--- config.mk ---
export PLATFORM = sky130hd
export DESIGN_NAME = bcrypt_core_din
export DESIGN_NICKNAME = d
export VERILOG_FILES = /design/src/rtl/bcrypt_core_din.sv
export SDC_FILE = /design/constraint.sdc
export NUM_CORES = 1
export LEC_CHECK = 0
export ABC_AREA = 1
export CORE_AREA = 3 3 118 120
export CTS_CLUSTER_SIZE = 14
export DETAILED_ROUTE_END_ITERATION = 10
export DIE_AREA = 0 0 121 123
export GPL_TIMING_DRIVEN = 0
export PLACE_DENSITY = 0.49
export SLEW_MARGIN = 20
export SYNTH_ARGS = -nofsm -noshare
export SYNTH_HDL_FRONTEND = slang
export SYNTH_SLANG_ARGS = --single-unit
--- constraint.sdc ---
create_clock -name CLK -period 2.65 [get_ports CLK]
set_clock_uncertainty 0.15 [all_clocks]
set_input_delay 0.53 -clock CLK [delete_from_list [all_inputs] [get_ports CLK]]
set_output_delay 0.53 -clock CLK [all_outputs]
set_load 0.01 [all_outputs]
--- src/rtl/bcrypt_core_din.sv ---
`default_nettype none
// bcrypt_core_din -- assembles bytes from the bcrypt distribution bus into 32-bit
// words for the init memory (P/S) or the data registers. Rev 1.0
module bcrypt_core_din (
   input  logic        CLK,
   input  logic        reset,
   input  logic [7:0]  din,
   input  logic [1:0]  ctrl,
   input  logic        core_busy,
   output logic        wr_en,
   output logic        wr_sel,
   output logic [10:0] wr_addr,
   output logic [31:0] wr_data,
   output logic        init_done,
   output logic        data_done,
   output logic        rx_busy,
   output logic [2:0]  error
);

   localparam logic [1:0]  CTRL_INIT_START = 2'd1;
   localparam logic [1:0]  CTRL_DATA_START = 2'd2;
   localparam logic [1:0]  CTRL_END        = 2'd3;
   localparam logic [10:0] INIT_WORDS      = 11'd1054;
   localparam logic [10:0] DATA_WORDS      = 11'd31;

   typedef enum logic [2:0] {
      S_IDLE    = 3'd0,
      S_RX_INIT = 3'd1,
      S_RX_DATA = 3'd2,
      S_DONE    = 3'd3,
      S_ERROR   = 3'd4
   } state_t;

   state_t      state_q, state_d;
   logic [1:0]  byte_cnt_q, byte_cnt_d;
   logic [10:0] word_cnt_q, word_cnt_d;
   logic [23:0] shift_q, shift_d;
   logic        wr_en_q, wr_en_d;
   logic        wr_sel_q, wr_sel_d;
   logic [10:0] wr_addr_q, wr_addr_d;
   logic [31:0] wr_data_q, wr_data_d;
   logic        init_done_q, init_done_d;
   logic        data_done_q, data_done_d;
   logic        rx_busy_q, rx_busy_d;
   logic [2:0]  error_q, error_d;
   logic [10:0] frame_len;
   logic [31:0] word_full;

   always_comb begin
      frame_len   = (state_q == S_RX_INIT) ? INIT_WORDS : DATA_WORDS;
      // The three earlier bytes sit in shift_q; the current byte completes the word.
      word_full   = {din, shift_q};
      state_d     = state_q;
      byte_cnt_d  = byte_cnt_q;
      word_cnt_d  = word_cnt_q;
      shift_d     = shift_q;
      wr_en_d     = 1'b0;
      wr_sel_d    = wr_sel_q;
      wr_addr_d   = wr_addr_q;
      wr_data_d   = wr_data_q;
      init_done_d = 1'b0;
      data_done_d = 1'b0;
      error_d     = error_q;

      case (state_q)
         // DONE decodes START like IDLE so back-to-back frames are never dropped.
         S_IDLE, S_DONE: begin
            state_d = S_IDLE;
            if (ctrl == CTRL_INIT_START) begin
               state_d    = S_RX_INIT;
               wr_sel_d   = 1'b0;
               byte_cnt_d = 2'd0;
               word_cnt_d = 11'd0;
            end else if (ctrl == CTRL_DATA_START) begin
               if (core_busy) begin
                  error_d[2] = 1'b1;
                  state_d    = S_ERROR;
               end else begin
                  state_d    = S_RX_DATA;
                  wr_sel_d   = 1'b1;
                  byte_cnt_d = 2'd0;
                  word_cnt_d = 11'd0;
               end
            end
         end
         S_RX_INIT, S_RX_DATA: begin
            if (ctrl == CTRL_INIT_START || ctrl == CTRL_DATA_START) begin
               error_d[2] = 1'b1;
               state_d    = S_ERROR;
            end else begin
               shift_d    = word_full[31:8];
               byte_cnt_d = byte_cnt_q + 2'd1;
               if (byte_cnt_q == 2'd3) begin
                  if (word_cnt_q >= frame_len) begin
                     error_d[1] = 1'b1;
                     state_d    = S_ERROR;
                  end else begin
                     wr_en_d    = 1'b1;
                     wr_addr_d  = word_cnt_q;
                     wr_data_d  = word_full;
                     word_cnt_d = word_cnt_q + 11'd1;
                     if (ctrl == CTRL_END) begin
                        if (word_cnt_q == frame_len - 11'd1) begin
                           state_d     = S_DONE;
                           init_done_d = (state_q == S_RX_INIT);
                           data_done_d = (state_q == S_RX_DATA);
                        end else begin
                           error_d[1] = 1'b1;
                           state_d    = S_ERROR;
                        end
                     end
                  end
               end else if (ctrl == CTRL_END) begin
                  error_d[0] = 1'b1;
                  state_d    = S_ERROR;
               end
            end
         end
         default: state_d = S_ERROR;
      endcase

      rx_busy_d = (state_d == S_RX_INIT) || (state_d == S_RX_DATA) || (state_d == S_DONE);
   end

   always_ff @(posedge CLK) begin
      if (reset) begin
         state_q     <= S_IDLE;
         byte_cnt_q  <= 2'd0;
         word_cnt_q  <= 11'd0;
         shift_q     <= 24'd0;
         wr_en_q     <= 1'b0;
         wr_sel_q    <= 1'b0;
         wr_addr_q   <= 11'd0;
         wr_data_q   <= 32'd0;
         init_done_q <= 1'b0;
         data_done_q <= 1'b0;
         rx_busy_q   <= 1'b0;
         error_q     <= 3'd0;
      end else begin
         state_q     <= state_d;
         byte_cnt_q  <= byte_cnt_d;
         word_cnt_q  <= word_cnt_d;
         shift_q     <= shift_d;
         wr_en_q     <= wr_en_d;
         wr_sel_q    <= wr_sel_d;
         wr_addr_q   <= wr_addr_d;
         wr_data_q   <= wr_data_d;
         init_done_q <= init_done_d;
         data_done_q <= data_done_d;
         rx_busy_q   <= rx_busy_d;
         error_q     <= error_d;
      end
   end

   assign wr_en     = wr_en_q;
   assign wr_sel    = wr_sel_q;
   assign wr_addr   = wr_addr_q;
   assign wr_data   = wr_data_q;
   assign init_done = init_done_q;
   assign data_done = data_done_q;
   assign rx_busy   = rx_busy_q;
   assign error     = error_q;

endmodule
`default_nettype wire

==> results.sh <==
export IMPL_swShare=0.239
export IMPL_antenna_found_initial=0
export IMPL_ir_drop_v=0.000285
export IMPL_synth_seq_cells=91
export IMPL_grt_total_usage=0.148
export IMPL_worst_slack_ns=0.297
export IMPL_place_hpwl_um=7490
export IMPL_cap_violations=0
export IMPL_fp_row_count=42
export IMPL_clockPowerShare=0.443
export IMPL_cts_buffers=9
export IMPL_post_cts_resized=0
export IMPL_post_drt_wl_per_cell_um=13.9
export IMPL_layout_nets=582
export IMPL_synth_area_mm2=0.00387
export IMPL_postSynthAreaPerCell_um2=7.93
export IMPL_crit_fanout=10
export IMPL_worst_path_stages=10
export IMPL_p_sw_mw=0.698
export IMPL_slew_headroom=0.565
export IMPL_hold_buffers=0
export IMPL_synth_cell_types=36
export IMPL_syn_instance_count=488
export IMPL_status="completed"
export IMPL_worst_setup_path_start_kind="primary input"
export IMPL_gp_congestion=0.835
export IMPL_final_area_mm2=0.00501
export IMPL_critPathBufInv=4
export IMPL_first_pass_iters=4
export IMPL_drtAntennaViolNets=0
export IMPL_setup_violations=0
export IMPL_synth_warnings=0
export IMPL_pre_cts_ws_ns=-0.0661
export IMPL_drtIter0Drc=181
export IMPL_power_leakage_nw=1.84
export IMPL_num_antenna_cells=0
export IMPL_drc=0
export IMPL_grt_pass1_wl_um=17200
export IMPL_fin_crit_ns=2.35
export IMPL_fin_util=0.383
export IMPL_synth_area_leaders="dfxtp_1 (47%), nand3_1 (8.8%), nand2_1 (8.2%), a21oi_1 (8.2%), inv_1 (4.3%)"
export IMPL_synth_largest_area_cell="dfxtp_1"
export IMPL_clock_fmax_mhz=425
export IMPL_final_cell_mix="dfxtp_1 (91), nand2_1 (85), nand3_1 (68)"
export IMPL_grt_setup_unrepaired="no"
export IMPL_crit_path_max_incr_delay_ns=0.52
export IMPL_ys_seq_area_frac=0.471
export IMPL_critPathArrivalTime_ns=2.43
export IMPL_cts_root_buf="clkbuf_16"
export IMPL_post_cts_setup_buffers=0
export IMPL_max_slew_worst_pin_slew_ns=0.653
export IMPL_clock_latency_ns=0.35
export IMPL_crit_path_end_kind="flip-flop"
export IMPL_mostFrequentLayoutCell="dfxtp_1"
export IMPL_finalHoldViolCount=0
export IMPL_path_common_cell="nand2_4"
export IMPL_power_frac_seq=0.483
export IMPL_syn_to_final_growth_pct=29.5
export IMPL_p_per_area_mw_per_mm2=582
export IMPL_worstPathCellList="clkdlybuf4s50_1 -> inv_1 -> ha_1 -> buf_2 -> nand2_4 -> nor2_8 -> nand2_4 -> buf_4 -> nand3_1 -> o21ai_0"
export IMPL_final_max_slew_violation_count=0
export IMPL_vias=3400
export IMPL_vias_per_cell=4.59
export IMPL_grt_start_max_net_pins=15
export IMPL_hold_depth=2
export IMPL_comb_power_share=0.074
export IMPL_crit_type="in -> reg"
export IMPL_dieArea_mm2=0.0149
export IMPL_cp_data_required_time_ns=2.73
export IMPL_cts_buffer_depth=2
export IMPL_hold_class="reg -> reg"
export IMPL_port_buffer_count=63
export IMPL_drive_gt1_frac=0.0885
export IMPL_place_area_mm2=0.00472
export IMPL_crit_family="buffers and inverters"
export IMPL_die_x_um=121
export IMPL_htreeDepth=3
export IMPL_wirelength_um=10300
export IMPL_synth_top_cell_area_share=0.471
export IMPL_syn_num_nets=508
export IMPL_slowest_stage="clkdlybuf4s50_1"
export IMPL_io_pin_count=64
export IMPL_grt_pass1_vias=3337
export IMPL_initial_core_util=0.296
export IMPL_path_clk_slew_ns=0.06
export IMPL_cts_sinks=91
export IMPL_die_y_um=123
export IMPL_core_area_mm2=0.0131
export IMPL_overflow=0
export IMPL_cts_tree="done"
export IMPL_internal_power_mw=2.22
export IMPL_reg2regPathDepth=14
export IMPL_period_share=0.888
-- power by group through the flow --
| stage | Clock [mW] | Combinational (mW) | Sequential, mW |
|---|---|---|---|
| 3_3_place_gp | 0 | 0.217 | 1.44 |
| 3_5_place_dp | 0 | 0.219 | 1.44 |
| 6_report | 1.29 | 0.217 | 1.41 |
| 5_1_grt | 1.38 | 0.246 | 1.41 |
| 4_1_cts | 1.32 | 0.220 | 1.41 |
| 2_1_floorplan | 0 | 0.139 | 1.44 |
-- final timing paths --
| kind | from | endpoint | slack [ns] |
|---|---|---|---|
| hold / removal | error[1] | error[1] | 0.31 |
| hold reg to reg | error[1] | error[1] | 0.31 |
| setup reg to reg | state_q[1] | word_cnt_q[4] | 0.42 |
| setup / recovery | ctrl[0] | wr_data[12] | 0.30 |
-- cells in the mapped netlist (all sizes together) --
cell / n
a211oi: 1
a21oi: 64
a31oi: 1
buf: 17
clkbuf: 10
clkinv: 1
dfxtp: 91
ha: 7
inv: 47
nand2: 93
nand3: 71
nand4: 7
nor2: 29
nor3: 4
o21a: 1
o21ai: 37
xnor2: 1
xor2: 6
-- state kept, by name, summed over array words and instances (netlist names) --
| signal | count |
|---|---|
| byte_cnt_q | 2 |
| data_done | 1 |
| error | 3 |
| init_done | 1 |
| rx_busy | 1 |
| shift_q | 24 |
| state_q | 3 |
| word_cnt_q | 11 |
| wr_addr | 11 |
| wr_data | 32 |
| wr_en | 1 |
| wr_sel | 1 |
-- per-stage QoR --
stage          power [mW]  instances  TNS [ns]  hold WS, ns
2_1_floorplan        1.58        488         0        0.290
3_3_place_gp         1.65        727   -0.0501        0.288
3_5_place_dp         1.66        727     -1.11        0.303
4_1_cts              2.95        741         0        0.313
5_1_grt              3.03        741         0        0.327
6_report             2.92        741         0        0.308
-- worst reg2reg max path, stage by stage, from the launching register on --
cell and delay (ns):
dfxtp_1 0.33, inv_1 0.11, nand3_2 0.16, ha_1 0.33, inv_1 0.06, nand2_1 0.04
nand2_1 0.05, nand2_1 0.06, nand2_2 0.08, nand2_4 0.10, o21ai_4 0.27, nand2_4 0.08
buf_6 0.15, nand2_1 0.06, a21oi_1 0.06
-- layer usage --
layer / part of all wire / global-route usage / wire length, um
met1: 0.48 / 0.195 / 4990
met2: 0.44 / 0.228 / 4540
met3: 0.054 / 0.0361 / 553
met4: 0.020 / 0.0694 / 208
met5: 0 / 0 / 0
-- layout make-up --
cell class                      count  area [um^2]
Fill cell                        1388         8080
Inverter                           48          188
Timing Repair Buffer               63          631
Multi-Input combinational cell    322         1680
Buffer                             27          180
Tap cell                          176          220
Sequential cell                    91         1820
Clock inverter                      4         52.6
Clock buffer                       10          239
-- cell families (layout without fill, tap and decap cells) --
logic type,after synthesis,count (layout),share of synthesized area
AOI/OAI and AO/OA,104,104,0.141
DFF,91,91,0.471
and+or+nand+nor,204,204,0.254
xor gates and xnor gates,7,7,0.0159
adders and majority gates,7,7,0.0226
buffers and inverters,75,152,0.0951
No activity file was read; power rests on OpenSTA's default activity.
